[config.mk]
export PLATFORM = sky130hd
export DESIGN_NAME = halo_merge_arbiter
export DESIGN_NICKNAME = d
export VERILOG_FILES = /design/src/rtl/halo_merge_arbiter.sv
export SDC_FILE = /design/constraint.sdc
export NUM_CORES = 1
export LEC_CHECK = 0
export ABC_AREA = 1
export BUFFER_PORTS_ARGS = -buffer_cell sky130_fd_sc_hd__buf_2
export CORE_ASPECT_RATIO = 1.5
export CORE_MARGIN = 5
export CORE_UTILIZATION = 45
export DETAILED_ROUTE_END_ITERATION = 10
export HOLD_SLACK_MARGIN = 0.08
export PLACE_DENSITY_LB_ADDON = 0.1
export SYNTH_ARGS = -nofsm -noshare
export SYNTH_HDL_FRONTEND = slang
export SYNTH_SLANG_ARGS = --single-unit
[constraint.sdc]
create_clock -name clk -period 7.8 [get_ports clk]
set_input_delay 1.56 -clock clk [delete_from_list [all_inputs] [get_ports clk]]
set_output_delay 1.56 -clock clk [all_outputs]
set_load 0.005 [all_outputs]
[src/rtl/halo_merge_arbiter.sv]
// rtl/halo_merge_arbiter.sv - round-robin merge of 8 neighbour halo writes into the local partial-sum buffer
//
// Ports:
//   clk, reset              clock; synchronous active-high reset
//   bitwidth                activation bitwidth mode (3 behaves as 0), static during a merge
//   merge_start             pulse; clears merge_done and protocol_error
//   in_value/in_row/in_column/in_write_enable   per-neighbour halo write (index 0..7)
//   neighbor_cts            per-neighbour clear to send (slot empty)
//   neighbor_exchange_done  per-neighbour level, neighbour finished sending
//   buffer_grant            buffer port free for a new read this cycle
//   buffer_read_*           read issue (data returns one cycle later on buffer_data_read)
//   buffer_write_*          accumulated write-back
//   merge_done              all halo traffic merged
//   protocol_error          sticky; write arrived while cts was low
module halo_merge_arbiter #(
    parameter int BANK_COUNT = 32,
    parameter int TILE_SIZE  = 128,
    parameter int DATA_WIDTH = 16,
    localparam int ROW_W     = $clog2(TILE_SIZE),
    localparam int BANK_W    = $clog2(BANK_COUNT)
) (
    input  logic                  clk,
    input  logic                  reset,
    input  logic [1:0]            bitwidth,
    input  logic                  merge_start,
    input  logic [DATA_WIDTH-1:0] in_value [8],
    input  logic [ROW_W-1:0]      in_row [8],
    input  logic [ROW_W-1:0]      in_column [8],
    input  logic [7:0]            in_write_enable,
    output logic [7:0]            neighbor_cts,
    input  logic [7:0]            neighbor_exchange_done,
    input  logic                  buffer_grant,
    output logic                  buffer_read_enable,
    output logic [BANK_W-1:0]     buffer_read_bank,
    output logic [ROW_W-1:0]      buffer_read_entry,
    input  logic [DATA_WIDTH-1:0] buffer_data_read,
    output logic                  buffer_write_enable,
    output logic [BANK_W-1:0]     buffer_write_bank,
    output logic [ROW_W-1:0]      buffer_write_entry,
    output logic [DATA_WIDTH-1:0] buffer_write_data,
    output logic                  merge_done,
    output logic                  protocol_error
);

    // Holding slots, one per neighbour
    logic [7:0]            slot_valid;
    logic [DATA_WIDTH-1:0] slot_value [8];
    logic [ROW_W-1:0]      slot_row [8];
    logic [ROW_W-1:0]      slot_col [8];

    logic [2:0]            rr_ptr;

    // Arbitration / S0
    logic                  issue;
    logic                  win_found;
    logic [2:0]            win_idx;
    logic [1:0]            bw_eff;
    logic [ROW_W-1:0]      row_upper;
    logic [ROW_W-1:0]      row_section;
    logic [BANK_W-1:0]     issue_bank;

    // S1 accumulate stage
    logic                  s1_valid;
    logic [BANK_W-1:0]     s1_bank;
    logic [ROW_W-1:0]      s1_entry;
    logic [DATA_WIDTH-1:0] s1_value;
    logic                  fwd_valid;
    logic [DATA_WIDTH-1:0] fwd_data;
    logic [DATA_WIDTH-1:0] operand;
    logic [DATA_WIDTH-1:0] s1_sum;
    logic                  hazard_hit;

    logic                  violation;
    logic                  done_cond;

    assign neighbor_cts = reset ? 8'h00 : ~slot_valid;

    // First valid slot scanning upward from rr_ptr+1; k=8 wraps back to rr_ptr itself.
    always_comb begin
        win_found = 1'b0;
        win_idx   = 3'd0;
        for (int k = 1; k <= 8; k++) begin
            if (!win_found && slot_valid[rr_ptr + 3'(k)]) begin
                win_found = 1'b1;
                win_idx   = rr_ptr + 3'(k);
            end
        end
    end

    assign issue = !reset && buffer_grant && win_found;

    // Address map. All bank arithmetic is done at BANK_W bits, which is exactly
    // the mod BANK_COUNT reduction since BANK_COUNT is a power of two.
    assign bw_eff      = (bitwidth == 2'd3) ? 2'd0 : bitwidth;
    assign row_upper   = slot_row[win_idx] >> bw_eff;
    assign row_section = slot_row[win_idx] & ~({ROW_W{1'b1}} << bw_eff);
    assign issue_bank  = BANK_W'(slot_col[win_idx])
                       + BANK_W'(row_upper) * BANK_W'(3)
                       + BANK_W'(row_section) * BANK_W'(BANK_COUNT >> bw_eff);

    assign buffer_read_enable = issue;
    assign buffer_read_bank   = issue_bank;
    assign buffer_read_entry  = row_upper;

    // The buffer returns stale data when a read and write collide, so a read
    // issued against the address S1 is writing takes the S1 sum next cycle.
    assign operand    = fwd_valid ? fwd_data : buffer_data_read;
    assign s1_sum     = s1_value + operand;
    assign hazard_hit = issue && s1_valid && (issue_bank == s1_bank) && (row_upper == s1_entry);

    assign buffer_write_enable = s1_valid && !reset;
    assign buffer_write_bank   = s1_bank;
    assign buffer_write_entry  = s1_entry;
    assign buffer_write_data   = s1_sum;

    assign violation = |(in_write_enable & slot_valid);
    // S1 commits its write this cycle, so only the slots need to be empty.
    assign done_cond = (&neighbor_exchange_done) && !(|slot_valid);

    always_ff @(posedge clk) begin
        if (reset) begin
            slot_valid <= 8'h00;
        end else begin
            for (int i = 0; i < 8; i++) begin
                if (issue && (win_idx == 3'(i))) begin
                    slot_valid[i] <= 1'b0;
                end else if (in_write_enable[i] && !slot_valid[i]) begin
                    slot_valid[i] <= 1'b1;
                    slot_value[i] <= in_value[i];
                    slot_row[i]   <= in_row[i];
                    slot_col[i]   <= in_column[i];
                end
            end
        end
    end

    always_ff @(posedge clk) begin
        if (reset) begin
            rr_ptr    <= 3'd7;
            s1_valid  <= 1'b0;
            fwd_valid <= 1'b0;
        end else begin
            s1_valid  <= issue;
            fwd_valid <= hazard_hit;
            fwd_data  <= s1_sum;
            if (issue) begin
                rr_ptr   <= win_idx;
                s1_bank  <= issue_bank;
                s1_entry <= row_upper;
                s1_value <= slot_value[win_idx];
            end
        end
    end

    always_ff @(posedge clk) begin
        if (reset) begin
            merge_done     <= 1'b0;
            protocol_error <= 1'b0;
        end else begin
            if (merge_start) begin
                merge_done <= 1'b0;
            end else if (done_cond) begin
                merge_done <= 1'b1;
            end
            if (merge_start) begin
                protocol_error <= 1'b0;
            end else if (violation) begin
                protocol_error <= 1'b1;
            end
        end
    end

endmodule

Yosys cells after proc, flatten, opt, wreduce, memory -nomap -nowiden
Memories as Yosys holds them, arrays and structs flattened. A register that Yosys moved wholly into a read port is not among the register bits.
Cells that the tools add are included.

operators by class
  multiply operators = 2
  $add $sub $neg = 10
  bitwise gates (word level) = 5
  shifts and indexed selects = 3
  mux-type cells = 67
  $lt $le $gt $ge = 8
  reductions and logical operators = 61
  eq/ne operators = 10

operators by type and width
  kind                 count
  $mux 1               48
  $lt 3x4->1 const B   8
  $logic_and 1x1->1    30
  $bmux 1 s3           8
  $mux 3               8
  $reduce_or 2->1      9
  $logic_not 1->1      17
  $add 16x16->16       1
  $mux 16              1
  $reduce_or 8->1      2
  $add 3x3->3 const B  4
  $eq 3x3->1 const B   4
  $add 5x5->5          2
  $and 8x8->8          1
  $mux 8               1
  $not 8->8            1
  $reduce_and 8->1     1
  $eq 7x7->1           1
  $shl 7x2->5 const A  1
  $shr 7x2->7          1
  $add 3x2->3 const B  2
  $eq 3x2->1 const B   2
  $shr 6x2->5 const A  1
  $and 5x5->5          1
  11 further kinds     11

storage, ports and cells
  RAM bits = 240
  memories = 3
  register bits = 43
  word-level logic and storage cells = 185
  output and inout port bits = 52

memory list
  memory      words  bits a word  rd ports  clocked after memory_dff  wr ports  line  RTL
  slot_value  8      16           1         1                         8         47    logic [DATA_WIDTH-1:0] slot_value [8];
  slot_col    8      7            1         0                         8         49    logic [ROW_W-1:0] slot_col [8];
  slot_row    8      7            1         0                         8         48    logic [ROW_W-1:0] slot_row [8];

Logic depth before layout (Yosys ltp)
An unclocked memory read counts as a cell.

  depth after elaboration = 33
  gate-level depth with buffers = 48

Least setup slack after synthesis
Ideal clock, no wire load.

  path kind = register -> output
  from = register rr_ptr[1]
  to = output buffer_read_bank[4]
  required time = 6.240 ns
  slack = 0.245 ns
  arrival time = 5.995 ns
  buffers on the path = 2
  cell stages (with the launch flop) = 43
  path through = dfxtp_1 -> buf_6 -> inv_2 -> ha_1 -> inv_1 -> nand3_1 -> nand3_2 -> nand2_2 -> nor2_8 -> nand4_4 -> nor2_2 -> nand2_1 -> nand3_1 -> nor2_1 -> nor2_2 -> clkbuf_4 -> nand3_2 -> nand3_1 -> (+7 left out) -> fa_1 -> inv_1 -> fa_1 -> ha_1 -> inv_1 -> fa_1 -> xnor2_1 -> xor2_1 -> nand4_1 -> nand2_1 -> nand2_1 -> nand2_1 -> inv_1 -> nand2_1 -> nand2_1 -> nand2_1 -> nand2_1 -> inv_1

between the ends
  word-level cells in the longest chain between the ends = 30
  elaborated cells between the ends (all ways) = 60
  those cells by class = add/sub: 9; mul: 2; shift: 1; mux: 31; bitwise: 1; reduce/logical: 14; memory: 2

RTL lines
  element                       line    RTL
  start: declaration            51      logic [2:0] rr_ptr;
  start signal: assignment      147     rr_ptr <= win_idx;
  $add 3x1->3                   83, 85
  $bmux 1 s3                    83      if (!win_found && slot_valid[rr_ptr + 3'(k)]) begin
  $mux 1 (not written as such)  83
  $mux 1                        83
  $logic_not 1->1               83
  $logic_and 1x1->1             83
  $mux 1                        83
  $logic_not 1->1               83
  (+15 left out)                --
  $logic_and 1x1->1             83
  $mux 3 *                      83
  $mem_v2 8x7 *                 --
  $shr 7x2->7 *                 95      assign row_upper = slot_row[win_idx] >> bw_eff;
  via buffer_read_entry[2]      35      output logic [ROW_W-1:0] buffer_read_entry,
  $mul 5x2->5 *                 98      + BANK_W'(row_upper) * BANK_W'(3)
  $add 5x5->5 *                 98
  $add 5x5->5 *                 99      + BANK_W'(row_section) * BANK_W'(BANK_COUNT >> bw_eff);
  end: declaration              34      output logic [BANK_W-1:0] buffer_read_bank,

The timed path passes the listed nets; every way through them passes the cells marked *. The select of a mux whose other input is x is not followed.

Worst setup path after layout
  from = register rr_ptr[1]
  to = output buffer_read_bank[4]

between the ends
  word-level cells in the longest chain between the ends = 30
  elaborated cells between the ends (all ways) = 60
  those cells by class = add/sub: 9; mul: 2; shift: 1; mux: 31; bitwise: 1; reduce/logical: 14; memory: 2

RTL lines
  element                       line
  $add 3x1->3                   83, 85
  $bmux 1 s3                    83
  $mux 1 (not written as such)  83
  $mux 1                        83
  $logic_not 1->1               83
  $logic_and 1x1->1             83
  $mux 1                        83
  $logic_not 1->1               83
  (+14 left out)                --
  $logic_not 1->1               83
  $logic_and 1x1->1             83
  $mux 3 *                      83
  $mem_v2 8x7                   --
  $shr 7x2->7                   95
  $mul 5x2->5                   98
  $add 5x5->5                   98
  $add 5x5->5 *                 99

Every way passes the cells marked *; elsewhere a longest branch is shown, timed or not. The select of a mux whose other input is x is not followed.

==> impl_metrics.toml <==
[timing]
final-setup-viol-count = 1
post-route-period-util_pct = 104.2
drv_slew = 0
skew_ps = 16.66
tns_ps = -325.0
setup_slack_ps = -325.0
worst_slew_pin_slew_ps = 857.8
rsz0062_at_grt = "true"
hold_ws_ps = 472.5
max_freq_ghz = 0.1231
hold_viol_final = 0
fin_crit_ps = 8125
maxSlewHeadroom_pct = 42.46

[global_routing]
first_global_vias = 10050
grt_max_degree = 36
grt_use_total_pct = 24.48
overflow = 0
antenna_found_initial = 7
grt_pass1_wl_um = 58640

[worst_setup_path]
max_stage_delay_ps = 550
cp_data_required_time_ps = 6240
cp.arrival_ps = 6570
crit_type = "reg -> out"
slowest_stage = "fa_1"
end_kind = "output port"
worst-path-buf-inv = 11
cp_top_family = "adder cells"
worst_setup_path_start_kind = "flop"
path_max_fanout = 6

[drt]
wirelength_um = 40480
drc = 0
dr_total_vias = 9830
ant_nets = 0
wl_per_cell_um = 21.35
drtPass1Iterations = 4
vias_per_cell = 5.185
drtIter0Drc = 406

[clock_network]
numClockSinks = 283
clock_latency_ps = 570
root_buffer = "clkbuf_16"
holdBufCountCts = 0
cts_tree = "built"
clk_pin_slew_ps = 70
clock_path_buffers = 3
cts-buffers-inserted = 29
ctsHtreeMaxLevel = 1

[logic_synthesis]
netlist_instances = 1112
syn_area_per_cell_um2 = 11.63
synth-async-reset-ratio_pct = 0
synth_ff_type = "edfxtp_1"
ys_seq_area_share_pct = 64.57
synth_fp_nets = 1426
ys_warn_count = 0
synth-edff-count = 268
ys_ff_latch = 283
syn_area_um2 = 12930
ys_types = 52

[flow_run]
drv_cap = 0

[cells_and_area]
fin_cells = 1896
final_common_cell = "buf_2"
layout_common_cells = "buf_2 (312), edfxtp_1 (268), nand2_1 (250)"
fillers = 2455
area_growth_pct = 31.03
multi_input_area_um2 = 4368
final_layout_size_suffix_gt1_share_pct = 38.59
layout.nets = 1833
finalInstanceArea_um2 = 16940
regArea_um2 = 8351

[floorplan]
die_area_um2 = 32290
die_y_um = 217.6
io_pins = 330
rows = 76
core_um2 = 28530
dieWidth_um = 148.4
start_util_pct = 45.32

[placement]
io_buffers = 313
placedInstanceArea_um2 = 15520
dp.cells = 1826
dpl.hpwl_um = 28970
gp_congestion = 0.8976

[worst_hold_path]
hp-class = "reg -> reg"

[status]
status = "finished with violations"
failed_checks = "negative setup slack"
[final timing paths]
| kind | start | end | slack, ps | cells past startpoint |
|---|---|---|---|---|
| setup / recovery | rr_ptr[1]$_SDFFE_PP1P_ | buffer_read_bank[4] | -330 | 41 |
| hold / removal | merge_done$_SDFFE_PP0P_ | merge_done$_SDFFE_PP0P_ | 470 | 2 |
| setup reg to reg | rr_ptr[1]$_SDFFE_PP1P_ | fwd_valid$_SDFF_PP0_ | 1440 | 37 |
| hold reg to reg | merge_done$_SDFFE_PP0P_ | merge_done$_SDFFE_PP0P_ | 470 | 2 |
[state kept, by name (all words and copies together), names as in the netlist]
name and flops:
buffer_write_bank 5, buffer_write_entry 7, fwd_data 16, fwd_valid 1
merge_done 1, protocol_error 1, rr_ptr 3, s1_valid 1
s1_value 16, slot_col 40, slot_row 56, slot_valid 8
slot_value 128
[per-layer routing]
metal	part of all wire, %	track usage, %	vias up
li1	-	-	4755
met1	36	27.25	4620
met2	55	46.62	366
met3	6.2	4.387	81
met4	3.3	8.136	8
met5	0.11	0	-
[per-stage QoR]
step / utilization, % / setup slack, ps
6_report: 59.38 / -325.0
5_1_grt: 59.38 / -728.0
4_1_cts: 58.43 / -440.3
3_5_place_dp: 54.40 / -418.2
3_3_place_gp: 54.40 / -338.4
2_1_floorplan: - / 244.9
[final cells by class]
| type | instances | share of cell area, % |
|---|---|---|
| flip-flops and latches | 283 | 49.29 |
| multi-input cells | 693 | 25.78 |
| repair buffers | 414 | 14.54 |
| clock buffers | 37 | 4.461 |
| well taps | 351 | 2.593 |
| inverters | 98 | 2.216 |
| clock inverters | 17 | 1.071 |
| diodes | 3 | 0.04432 |
[cells by family (layout without fill, tap and decap cells)]
group                      count (synthesis)  in the layout  share of synthesized area (%)
AOI/OAI and AO/OA                        134            134                          6.707
xor gates and xnor gates                  25             25                          1.810
adders and majority gates                 36             36                          3.774
buffers and inverters                    136            566                          4.471
DFF                                      283            283                          64.57
muxes                                     15             15                          1.297
other                                      0              3                              0
and+or+nand+nor                          483            483                          17.37
[Yosys cell counts (all sizes together) (2+ instances only)]
cell type | instances | area (um2)
a211oi | 15 | 112.6
a21oi | 20 | 100.1
a22oi | 26 | 195.2
a31oi | 14 | 87.58
buf | 21 | 142.6
clkbuf | 17 | 67.57
clkinv | 5 | 18.77
dfxtp | 15 | 300.3
edfxtp | 268 | 8048
fa | 5 | 100.1
ha | 31 | 387.9
inv | 93 | 349.1
mux2 | 14 | 157.7
nand2 | 287 | 1105
nand3 | 107 | 610.6
nand3b | 13 | 110.1
nand4 | 15 | 108.9
nor2 | 45 | 207.7
nor3 | 4 | 20.02
nor3b | 7 | 52.55
o211ai | 2 | 15.01
o21ai | 31 | 155.2
o21bai | 3 | 26.27
o221ai | 6 | 52.55
o22ai | 10 | 62.56
o32ai | 3 | 26.28
or2 | 4 | 25.02
xnor2 | 11 | 111.4
xor2 | 14 | 122.6
[tightest hold or removal path, cell delays in order, from the launching register on]
cell,delay [ps]
dfxtp_1,330
a21oi_1,40
nor2_1,70
[timing repair]
item	4_1_cts	5_1_grt
cloned	0	1
setup buffers	5	7
pin swaps	27	32
endpoints found under the setup margin	1	1
resized for setup	50	55
Power is left out: the tool's default activity adds up to more than one toggle a clock period on the data nets, which glitch-free logic cannot reach.
